[src/rtl/cex_pkg.sv]
// Shared condition codes and FSM state encoding for the conditional-execution window controller.
package cex_pkg;

  localparam logic [3:0] CEX_EQ   = 4'd0;
  localparam logic [3:0] CEX_NE   = 4'd1;
  localparam logic [3:0] CEX_CS   = 4'd2;
  localparam logic [3:0] CEX_CC   = 4'd3;
  localparam logic [3:0] CEX_MI   = 4'd4;
  localparam logic [3:0] CEX_PL   = 4'd5;
  localparam logic [3:0] CEX_VS   = 4'd6;
  localparam logic [3:0] CEX_VC   = 4'd7;
  localparam logic [3:0] CEX_HI   = 4'd8;
  localparam logic [3:0] CEX_LS   = 4'd9;
  localparam logic [3:0] CEX_GE   = 4'd10;
  localparam logic [3:0] CEX_LT   = 4'd11;
  localparam logic [3:0] CEX_GT   = 4'd12;
  localparam logic [3:0] CEX_LE   = 4'd13;
  localparam logic [3:0] CEX_AL   = 4'd14;
  localparam logic [3:0] CEX_RSVD = 4'd15;

  typedef enum logic [1:0] {
    IDLE = 2'd0,
    TBLK = 2'd1,
    FBLK = 2'd2
  } cex_state_e;

endpackage

[src/rtl/cex_cond_eval.sv]
// Combinational condition-code evaluator: maps a 4-bit CEX code and the PSW flags to a pass/fail bit.
module cex_cond_eval
  import cex_pkg::*;
#(
  parameter int PSW_W = 16,
  parameter int C_BIT = 0,
  parameter int Z_BIT = 1,
  parameter int N_BIT = 2,
  parameter int V_BIT = 4
) (
  input  logic [3:0]       code,
  input  logic [PSW_W-1:0] psw,
  output logic             result
);

  logic w_c, w_z, w_n, w_v;
  logic w_unused_psw;

  assign w_c = psw[C_BIT];
  assign w_z = psw[Z_BIT];
  assign w_n = psw[N_BIT];
  assign w_v = psw[V_BIT];
  // Only four PSW bits matter; the reduction keeps the rest of the bus visibly consumed.
  assign w_unused_psw = ^psw;

  always_comb begin
    result = 1'b0;
    case (code)
      CEX_EQ:  result = w_z;
      CEX_NE:  result = ~w_z;
      CEX_CS:  result = w_c;
      CEX_CC:  result = ~w_c;
      CEX_MI:  result = w_n;
      CEX_PL:  result = ~w_n;
      CEX_VS:  result = w_v;
      CEX_VC:  result = ~w_v;
      CEX_HI:  result = w_c & ~w_z;
      CEX_LS:  result = ~w_c | w_z;
      CEX_GE:  result = (w_n == w_v);
      CEX_LT:  result = (w_n != w_v);
      CEX_GT:  result = ~w_z & (w_n == w_v);
      CEX_LE:  result = w_z | (w_n != w_v);
      CEX_AL:  result = 1'b1;
      default: result = 1'b0;
    endcase
  end

endmodule

[src/rtl/cex_window_ctrl.sv]
// Conditional-execution window controller: latches a CEX condition and gates execute for the
// following True block (T instrs) and False block (F instrs).
//   state | meaning
//   IDLE  | no window open, every instruction executes
//   TBLK  | True block, execute iff cond_q
//   FBLK  | False block, execute iff ~cond_q
module cex_window_ctrl
  import cex_pkg::*;
#(
  parameter int PSW_W = 16,
  parameter int CNT_W = 3,
  parameter int C_BIT = 0,
  parameter int Z_BIT = 1,
  parameter int N_BIT = 2,
  parameter int V_BIT = 4
) (
  input  logic             clk,
  input  logic             rst_n,
  input  logic             cex_valid,
  input  logic [3:0]       cex_code,
  input  logic [CNT_W-1:0] cex_tcnt,
  input  logic [CNT_W-1:0] cex_fcnt,
  input  logic [PSW_W-1:0] psw_in,
  input  logic             instr_retire,
  input  logic             flush,
  output logic             exec_en,
  output logic             cex_active,
  output logic             cond_q,
  output logic [CNT_W-1:0] remain,
  output logic             cex_err
);

  localparam logic [CNT_W-1:0] CNT_ZERO = '0;
  localparam logic [CNT_W-1:0] CNT_ONE  = CNT_W'(1);

  cex_state_e       r_state;
  logic [CNT_W-1:0] r_remain;
  logic [CNT_W-1:0] r_fcnt;
  logic             r_cond;
  logic             r_exec_en;
  logic             r_active;
  logic             r_err;

  cex_state_e       w_nstate;
  logic [CNT_W-1:0] w_nremain;
  logic [CNT_W-1:0] w_nfcnt;
  logic             w_ncond;
  logic             w_nexec;
  logic             w_nerr;
  logic             w_cond;
  logic             w_accept;

  cex_cond_eval #(
    .PSW_W (PSW_W),
    .C_BIT (C_BIT),
    .Z_BIT (Z_BIT),
    .N_BIT (N_BIT),
    .V_BIT (V_BIT)
  ) u_eval (
    .code   (cex_code),
    .psw    (psw_in),
    .result (w_cond)
  );

  // A CEX inside a squashed slot is itself a NOP and must not disturb the window.
  assign w_accept = cex_valid && ((r_state == IDLE) || r_exec_en);

  always_comb begin
    w_nstate  = r_state;
    w_nremain = r_remain;
    w_nfcnt   = r_fcnt;
    w_ncond   = r_cond;
    w_nerr    = 1'b0;
    if (flush) begin
      w_nstate  = IDLE;
      w_nremain = CNT_ZERO;
    end else if (w_accept) begin
      w_ncond = w_cond;
      w_nfcnt = cex_fcnt;
      w_nerr  = (cex_code == CEX_RSVD);
      if (cex_tcnt != CNT_ZERO) begin
        w_nstate  = TBLK;
        w_nremain = cex_tcnt;
      end else if (cex_fcnt != CNT_ZERO) begin
        w_nstate  = FBLK;
        w_nremain = cex_fcnt;
      end else begin
        w_nstate  = IDLE;
        w_nremain = CNT_ZERO;
      end
    end else if (instr_retire) begin
      case (r_state)
        TBLK: begin
          if (r_remain <= CNT_ONE) begin
            if (r_fcnt != CNT_ZERO) begin
              w_nstate  = FBLK;
              w_nremain = r_fcnt;
            end else begin
              w_nstate  = IDLE;
              w_nremain = CNT_ZERO;
            end
          end else begin
            w_nremain = r_remain - CNT_ONE;
          end
        end
        FBLK: begin
          if (r_remain <= CNT_ONE) begin
            w_nstate  = IDLE;
            w_nremain = CNT_ZERO;
          end else begin
            w_nremain = r_remain - CNT_ONE;
          end
        end
        default: ;
      endcase
    end

    case (w_nstate)
      TBLK:    w_nexec = w_ncond;
      FBLK:    w_nexec = ~w_ncond;
      default: w_nexec = 1'b1;
    endcase
  end

  always_ff @(posedge clk or negedge rst_n) begin
    if (!rst_n) begin
      r_state   <= IDLE;
      r_remain  <= CNT_ZERO;
      r_fcnt    <= CNT_ZERO;
      r_cond    <= 1'b0;
      r_exec_en <= 1'b1;
      r_active  <= 1'b0;
      r_err     <= 1'b0;
    end else begin
      r_state   <= w_nstate;
      r_remain  <= w_nremain;
      r_fcnt    <= w_nfcnt;
      r_cond    <= w_ncond;
      r_exec_en <= w_nexec;
      r_active  <= (w_nstate != IDLE);
      r_err     <= w_nerr;
    end
  end

  assign exec_en    = r_exec_en;
  assign cex_active = r_active;
  assign cond_q     = r_cond;
  assign remain     = r_remain;
  assign cex_err    = r_err;

endmodule

[config.mk]
export PLATFORM = sky130hd
export DESIGN_NAME = cex_window_ctrl
export DESIGN_NICKNAME = d
export VERILOG_FILES = /design/src/rtl/cex_pkg.sv /design/src/rtl/cex_cond_eval.sv /design/src/rtl/cex_window_ctrl.sv
export SDC_FILE = /design/constraint.sdc
export NUM_CORES = 1
export LEC_CHECK = 0
export ABC_AREA = 1
export ABC_CLOCK_PERIOD_IN_PS = 3500
export CORE_ASPECT_RATIO = 2
export CORE_MARGIN = 5
export CORE_UTILIZATION = 40
export DETAILED_ROUTE_END_ITERATION = 10
export DONT_BUFFER_PORTS = 1
export PLACE_DENSITY = 0.65
export SLEW_MARGIN = 10
export SYNTH_ARGS = -nofsm -noshare
export SYNTH_HDL_FRONTEND = slang
export SYNTH_HIERARCHICAL = 1
export SYNTH_SLANG_ARGS = --single-unit
[constraint.sdc]
create_clock -name clk -period 3.5 [get_ports clk]
set_clock_uncertainty 0.05 [all_clocks]
set_input_delay 1.05 -clock clk [delete_from_list [all_inputs] [get_ports clk]]
set_output_delay 1.05 -clock clk [all_outputs]
set_load 0.01 [all_outputs]
==> flow_summary.ini <==
[status]
status = finished, final reports clean

[global_route]
grt_pass1_vias = 1131
grt_max_degree = 13
grt_util_met1_pct = 12.42
grtUsageTotal_pct = 15.02
gr-usage-met3_pct = 4.459
gr-total-overflow = 0
use_met2_pct = 27.38
antenna_found_initial = 0
top_usage_layer = met2
grt_pass1_wl_um = 4381

[final_layout]
nets = 218
drive_gt1_share_pct = 12.36
area_delta_synth_final_pct = 7.246
ff_latch_area_um2 = 301.5
nFillCells = 295
multi_input_area_um2 = 703.2
diodes = 0

[sta]
period_share_pct = 57.11
setup-tns-final_ns = 0
max-slew-margin-rel_pct = 79.45
rsz0062_at_grt = false
fmax_mhz = 500.3
finalHoldViolations = 0
report.final.slew_viol_count = 0
setup_violations = 0
fin_crit_ns = 1.999
worstMarginPinSlew_ns = 0.3056

[clock_network]
root_buffer = clkbuf_8
post_cts_resize_count = 0
clockBufferDepth = 2
cts.clk_slew.worst_paths_ns = 0.06
cts_sinks = 12
tritoncts = done
numCtsBuffers = 3
clock_latency_ns = 0.25
postCtsSetupBuffers = 0
cts.htree.levels = 1
cts_hold_buf = 0

[yosys]
yosys.area.top_type = dfrtp_1
synth.area.top_cells = dfrtp_1, nand2_1, nand3_1, ha_1, inv_1
yosysMostFrequentCell = nand2_1
synth_nets = 213
synth_area_per_cell_um2 = 6.450
ys_ff_latch = 12
async_flop_share_pct = 100.0
ys.flop_type = dfrtp_1
netlist_instances = 174
yosys-top-cells-count = nand2_1, nand3_1, inv_1
synth-seq-area-share_pct = 26.87
synth-edff-count = 0
netlist.area_leader.share_pct = 24.53
ys_types = 26
syn_area_um2 = 1122
yosysWarnings = 6

[drt]
dr.first_iter.drc_count = 48
vias = 1101
wl_per_cell_um = 13.22
route.detailed.drc = 0
dr.pass1.iters = 4
postRouteAntennaNets = 0
drt-total-wl_um = 2737
via_per_inst = 5.319

[power_and_ir_drop]
p_leak_uw = 0.0006819
p_per_area_nw_per_um2 = 404.7
ir_worst_vdd_uv = 160.7
power.total_uw = 487.2

[floorplan]
die_w_um = 47.46
dieArea_um2 = 4029
fp.dieH_um = 84.91
core_um2 = 2736
start_util_pct = 41.02
ios = 38
rows = 27

[worst_setup_path]
cp_max_fo = 4
worst_ep_arrival_time_ns = 2.11
path_class = in -> reg
cp-end-kind = flip-flop
startpoint_type = input port
crit_required_ns = 3.61

[place]
place_congestion = 0.8074
post-dp-hpwl_um = 2302
portBuffers = 0

[hold_path]
hold_class = in -> async

[flow_run]
maxCapViolCount = 0
[cell usage in the layout (no fill, tap or decap)]
cell type | Yosys | routed
nand2_1 | 55 | 55
nand3_1 | 26 | 26
inv_1 | 25 | 25
nor2_1 | 16 | 16
dfrtp_1 | 11 | 11
ha_1 | 8 | 8
nand2_2 | 6 | 6
o21ai_0 | 3 | 3
a21oi_1 | 3 | 3
clkbuf_8 | 0 | 3
nor2_2 | 2 | 2
nand2_4 | 2 | 2
inv_2 | 2 | 2
clkinv_1 | 2 | 2
nand3_2 | 1 | 1
o21ai_2 | 1 | 1
nand3b_4 | 1 | 1
nor2_4 | 1 | 1
a31oi_2 | 1 | 1
o31ai_1 | 1 | 1
or2_0 | 1 | 1
clkinv_4 | 1 | 1
nand4_1 | 1 | 1
xnor2_1 | 1 | 1
clkbuf_1 | 0 | 1
dfstp_2 | 1 | 1
nand3b_1 | 1 | 1
nor3_1 | 1 | 1
[state kept, by name, indices dropped and copies added, names as in the netlist]
| register | flops |
|---|---|
| r_fcnt | 3 |
| remain | 3 |
| r_state | 2 |
| cex_active | 1 |
| cex_err | 1 |
| cond_q | 1 |
| exec_en | 1 |
[worst max-delay path, stage by stage]
cell and delay, ns:
inv_1 0.10, nand3b_4 0.09, inv_1 0.13, nor2_1 0.08, a31oi_2 0.21, inv_1 0.10
ha_1 0.21, nand2_1 0.07, nand3_1 0.07
[power by group]
group | leakage [uW] | internal (uW) | switching (uW)
combinational | 0.000508 | 59.9 | 99.1
sequential | 0.000151 | 163 | 31.4
clock | 0.0000228 | 80.3 | 53.6
total | 0.000682 | 303 | 184
[layout make-up]
type	instances	share of cell area (%)
flip-flops and latches	12	25.05
inverters	30	9.771
multi-input cells	132	58.42
clock buffers	4	3.742
well taps	29	3.015
[worst paths after layout]
| kind | start | slack [ns] | end | cells past startpoint |
|---|---|---|---|---|
| worst max-delay path | cex_tcnt[1] | 1.50 | exec_en | 9 |
| worst min-delay path | rst_n | 0.44 | remain[0] | 0 |
| worst max register to register | r_state[0] | 1.59 | exec_en | 11 |
| worst min register to register | r_fcnt[1] | 0.46 | r_fcnt[1] | 2 |
| max in group asynchronous | rst_n | 2.78 | exec_en | 0 |
| min in group clk | r_fcnt[1] | 0.46 | r_fcnt[1] | 2 |
[cell families (layout without fill, tap and decap cells)]
logic type / Yosys count / after routing / synth area share, %
DFF: 12 / 12 / 26.87
and+or+nand+nor: 114 / 114 / 47.72
adders and majority gates: 8 / 8 / 8.919
buffers and inverters: 30 / 34 / 10.48
AOI/OAI and AO/OA: 9 / 9 / 5.239
xor gates and xnor gates: 1 / 1 / 0.7805
[per-layer routing]
layer | up-vias | share of wire (%)
li1 | 548 | -
met1 | 492 | 33
met2 | 46 | 57
met3 | 15 | 5.8
met4 | 0 | 4.5
met5 | - | 0
[per-stage QoR]
step                util, %  worst slack (ns)  std cells  hold WS [ns]  instance area (um^2)
CTS                   43.99             1.489        207        0.4428                  1204
detailed placement    42.34             1.249        203        0.4485                  1159
global route          43.99             1.400        207        0.4316                  1204
finish                43.99             1.501        207        0.4440                  1204
global placement      42.34             1.292        203        0.4446                  1159
floorplan                 -             1.435        174        0.4253                  1122
Note: power is estimated with default switching activity, not from simulation.
